<file path="src/rtl/mem_access_ctrl.sv">
// mem_access_ctrl: LW/SW handshake FSM (IDLE->REQ->WAIT->DONE) between the MEM stage and data memory.
// Optional MEM_ALIGN_CHECK_EN: odd addresses abort straight to DONE with err.
module mem_access_ctrl #(
    parameter int ADDR_W  = 16,
    parameter int DATA_W  = 16,
    parameter int TIMEOUT = 8
) (
    input  logic              clk,
    input  logic              rst,
    input  logic              MemEnable,
    input  logic              MemWrite,
    input  logic [ADDR_W-1:0] addr,
    input  logic [DATA_W-1:0] wdata,
    output logic              mem_en,
    output logic              mem_wr,
    output logic [ADDR_W-1:0] mem_addr,
    output logic [DATA_W-1:0] mem_wdata,
    input  logic              mem_valid,
    input  logic [DATA_W-1:0] mem_rdata,
    output logic [DATA_W-1:0] rdata,
    output logic              stall,
    output logic              done,
    output logic              err
);
    typedef enum logic [1:0] {IDLE, REQ, WAIT, DONE} state_t;
    state_t            state_q, state_d;
    logic [7:0]        cnt_q, cnt_d;
    logic              wr_q, wr_d;
    logic              mem_en_q, mem_en_d, mem_wr_q, mem_wr_d, done_q, done_d, err_q, err_d;
    logic [ADDR_W-1:0] mem_addr_q, mem_addr_d;
    logic [DATA_W-1:0] mem_wdata_q, mem_wdata_d, rdata_q, rdata_d;
    logic              misalign;
`ifdef MEM_ALIGN_CHECK_EN
    assign misalign = addr[0];
`else
    assign misalign = 1'b0;
`endif
    always_comb begin
        state_d     = state_q;
        cnt_d       = cnt_q;
        wr_d        = wr_q;
        mem_en_d    = 1'b0;
        mem_wr_d    = 1'b0;
        done_d      = 1'b0;
        err_d       = err_q;
        mem_addr_d  = mem_addr_q;
        mem_wdata_d = mem_wdata_q;
        rdata_d     = rdata_q;
        case (state_q)
            IDLE: if (MemEnable) begin
                mem_addr_d  = addr;
                mem_wdata_d = wdata;
                wr_d        = MemWrite;
                state_d     = misalign ? DONE : REQ;
                done_d      = misalign;
                err_d       = misalign;
                mem_en_d    = !misalign;
                mem_wr_d    = !misalign && MemWrite;
            end
            REQ: begin
                state_d = WAIT;
                cnt_d   = 8'd0;
            end
            WAIT: begin
                cnt_d = cnt_q + 8'd1;
                // a response on the timeout cycle still counts as a normal completion
                if (mem_valid) begin
                    state_d = DONE;
                    done_d  = 1'b1;
                    err_d   = 1'b0;
                    rdata_d = wr_q ? rdata_q : mem_rdata;
                end else if (cnt_q == 8'(TIMEOUT - 1)) begin
                    state_d = DONE;
                    done_d  = 1'b1;
                    err_d   = 1'b1;
                end
            end
            DONE: state_d = IDLE;
            default: state_d = IDLE;
        endcase
    end
    always_ff @(posedge clk) begin
        if (rst) begin
            state_q     <= IDLE;
            cnt_q       <= '0;
            wr_q        <= 1'b0;
            mem_en_q    <= 1'b0;
            mem_wr_q    <= 1'b0;
            done_q      <= 1'b0;
            err_q       <= 1'b0;
            mem_addr_q  <= '0;
            mem_wdata_q <= '0;
            rdata_q     <= '0;
        end else begin
            state_q     <= state_d;
            cnt_q       <= cnt_d;
            wr_q        <= wr_d;
            mem_en_q    <= mem_en_d;
            mem_wr_q    <= mem_wr_d;
            done_q      <= done_d;
            err_q       <= err_d;
            mem_addr_q  <= mem_addr_d;
            mem_wdata_q <= mem_wdata_d;
            rdata_q     <= rdata_d;
        end
    end
    assign stall     = (state_q == IDLE && MemEnable) || state_q == REQ || state_q == WAIT;
    assign mem_en    = mem_en_q;
    assign mem_wr    = mem_wr_q;
    assign mem_addr  = mem_addr_q;
    assign mem_wdata = mem_wdata_q;
    assign rdata     = rdata_q;
    assign done      = done_q;
    assign err       = err_q;
endmodule

</file>
<file path="config.mk">
export PLATFORM = sky130hd
export DESIGN_NAME = mem_access_ctrl
export DESIGN_NICKNAME = d
export VERILOG_FILES = /design/src/rtl/mem_access_ctrl.sv
export SDC_FILE = /design/constraint.sdc
export NUM_CORES = 1
export LEC_CHECK = 0
export ABC_AREA = 1
export ABC_CLOCK_PERIOD_IN_PS = 1400
export BUFFER_PORTS_ARGS = -buffer_cell sky130_fd_sc_hd__buf_2
export CAP_MARGIN = 25
export CORE_MARGIN = 2
export CORE_UTILIZATION = 42
export DETAILED_ROUTE_END_ITERATION = 7
export HOLD_SLACK_MARGIN = 0.12
export PLACE_DENSITY = 0.73
export SLEW_MARGIN = 20
export SYNTH_ARGS = -nofsm -noshare
export SYNTH_HDL_FRONTEND = slang
export SYNTH_SLANG_ARGS = --single-unit
export TNS_END_PERCENT = 50
</file>
<file path="constraint.sdc">
create_clock -name clk -period 1.4 [get_ports clk]
set_clock_uncertainty 0.1 [all_clocks]
set_input_delay 0.28 -clock clk [delete_from_list [all_inputs] [get_ports clk]]
set_output_delay 0.28 -clock clk [all_outputs]
set_load 0.02 [all_outputs]
</file>
==> results.toml <==
[status]
status = "finished with violations"
violations = "setup timing"

[routing]
vias = 2747
topRoutingLayerUsed = "met4"
wirelength_met1_um = 3260
drtAntennaViolNets = 0
vias_per_cell = 4.862
avgRoutedWirePerCell_um = 14.27
drt-total-wl_um = 8065
dr.pass1.iters = 4
first_iter_violations = 117
drcViolationCount = 0
routed-wl-met2_um = 4272
route.met3.wl_um = 397

[clock_tree]
numCtsBuffers = 9
root_buffer = "clkbuf_8"
clkSlewWorstSetupHoldPaths_ns = 0.07
h-tree-depth = 3
clk_latency_ns = 0.33
clk_path_buf_depth = 2
clkSinkCount = 63
tritoncts = "yes"

[synth]
yosysMostFrequentCell = "nor2_1"
syn_inst = 314
synth_edf_count = 0
netlist_top_cells_area = "dfxtp_1, nor2_1, o21ai_0"
syn_area_per_cell_um2 = 7.698
ys_types = 28
synthArstFlopShare = 0
netlist_area_mm2 = 0.002417
synth_seq_cells = 63
ys_top_cells_by_count = "nor2_1, dfxtp_1, o21ai_0"
synth_top_area_cell = "dfxtp_1"
syn_nets = 372
ys.flop_type = "dfxtp_1"
yosys_warnings = 0
yosysTopAreaCellShare = 0.5217
seq_area_frac_synth = 0.5217

[critical_path]
cp_slowest_cell = "dfxtp_2"
arrival_ns = 1.25
crit_path_start_kind = "flop"
critical_path.max_stage_delay_ns = 0.33
cp-end-kind = "primary output"
crit_chain = "buf_4 -> ha_4 -> nor2_4 -> nand2_2 -> buf_6"
cp_top_family = "flip-flops"
crit_type = "flop to primary output"
crit_fanout = 3
required_ns = 1.02
worst-path-buf-inv = 2

[sta]
finalHoldViolations = 0
layout_setup_ws_ns = -0.2348
tns_ns = -2.340
rsz0062_at_grt = "true"
tightest_slew_ns = 0.2612
slew_violations = 0
timing.slew.headroom = 0.8258
hold_ws_ns = 0.1321
setup_viol = 55
max_freq_mhz = 611.7
period_needed_ns = 1.635
fin_crit_sh = 1.168

[grt]
grt.overflow.total = 0
grt_antenna_before_repair = 0
grt_max_degree = 30
grt_pass1_wl_um = 11380
track_usage = 0.2354
grt_pass1_vias = 2468

[flow_run]
maxCapViolations = 0

[layout]
nFillCells = 388
area_growth_pct = 76.55
final_layout_size_suffix_gt1_frac = 0.4767
n_antenna_cell = 0
nets = 547

[floorplan]
dieArea_mm2 = 0.006378
initial_utilization = 0.4363
die_y_um = 79.87
die_w_um = 79.87
rows = 27
core_area_mm2 = 0.005540
io_pins = 106

[pwr]
p_leak_nw = 1.990
peakVddDrop_mv = 0.8375
power.density_mw_per_mm2 = 1754

[worst_hold_path]
hold_class = "input pin to flop"

[place]
io_buffer_count = 105
dp_hpwl_um = 4133
gp_congestion = 0.8123
[kinds of logic (layout without fill, tap and decap cells)]
kind of cell / count (synthesis) / count (layout) / share of synthesized area
AO/OA/AOI/OAI: 60 / 60 / 0.1299
adder cells (fa/ha/maj): 5 / 5 / 0.02588
buffers and inverters: 32 / 211 / 0.05900
flip-flops: 63 / 63 / 0.5217
AND/OR/NAND/NOR: 154 / 154 / 0.2635
[registers in the layout, summed over array words and instances (netlist names)]
| register | flops |
|---|---|
| err | 1 |
| cnt_q | 8 |
| wr_q | 1 |
| state_q | 2 |
| mem_en | 1 |
| mem_wr | 1 |
| rdata | 16 |
| done | 1 |
| mem_addr | 16 |
| mem_wdata | 16 |
[layout make-up]
type	count	area (um2)	share of cell area
clock buffers	12	155.1	0.03635
multi-input cells	219	1338	0.3134
clock inverters	3	18.77	0.004398
flip-flops and latches	63	1265	0.2964
well taps	72	90.09	0.02111
inverters	18	80.08	0.01876
repair buffers	178	1321	0.3096
[what timing repair did]
item | 4_1_cts | 5_1_grt
setup endpoints to repair | 59 | 57
pin swaps | 6 | 10
hold buffers | 47 | 1
endpoints found under the hold margin | 47 | 1
cloned | 2 | 1
resized for setup | 59 | 91
setup buffers | 4 | 5
[layer usage]
layer	vias up	track usage
met5	-	0
met4	0	0.08983
met3	16	0.07919
li1	1356	-
met1	1282	0.2685
met2	93	0.4059
[worst paths after layout]
kind | startpoint | end | slack, ns | cells after the start
hold / removal | addr[5] | mem_addr[5]$_SDFFE_PP0P_ | 0.13 | 3
hold reg to reg | cnt_q[7]$_SDFFE_PP0P_ | cnt_q[7]$_SDFFE_PP0P_ | 0.39 | 2
setup / recovery | state_q[1]$_SDFFE_PP0P_ | stall | -0.23 | 5
setup reg to reg | state_q[1]$_SDFFE_PP0P_ | rdata[2]$_SDFFE_PP0P_ | -0.14 | 8
[stage by stage]
stage | cells | worst slack (ns) | power (mW) | instance area, um2 | utilization
after floorplan | 314 | -0.06916 | 4.000 | 2424 | -
after global placement | 491 | -0.07565 | 4.838 | 3108 | 0.5610
after detailed placement | 491 | -0.1476 | 4.897 | 3108 | 0.5610
after CTS | 559 | -0.2464 | 6.946 | 3985 | 0.7193
final | 565 | -0.2348 | 7.484 | 4268 | 0.7703
after global routing | 565 | -0.2701 | 7.908 | 4268 | 0.7703
[worst reg2reg max path: stages, from the launching register on]
cell,delay [ns]
dfxtp_2,0.33
buf_4,0.14
ha_4,0.17
buf_4,0.15
nand2_4,0.07
nor2_4,0.05
buf_12,0.15
o21ai_0,0.18
nor2_1,0.08
[placed cells by master, fill, tap and decap left out, drive strengths merged, types with 5 or more instances in the layout]
| master | instances |
|---|---|
| a21oi | 7 |
| dlygate4sd3 | 48 |
| o21ai | 51 |
| inv | 18 |
| nor2 | 114 |
| ha | 5 |
| buf | 129 |
| dfxtp | 63 |
| nand3 | 6 |
| nand2 | 27 |
| clkbuf | 13 |
[report_power, final]
part           internal, mW  leakage, nW  switching [mW]
clock                 0.727       0.0922           0.659
combinational          1.58         1.38            1.99
sequential             2.22        0.518           0.304
Note: power is estimated with default switching activity, not from simulation.
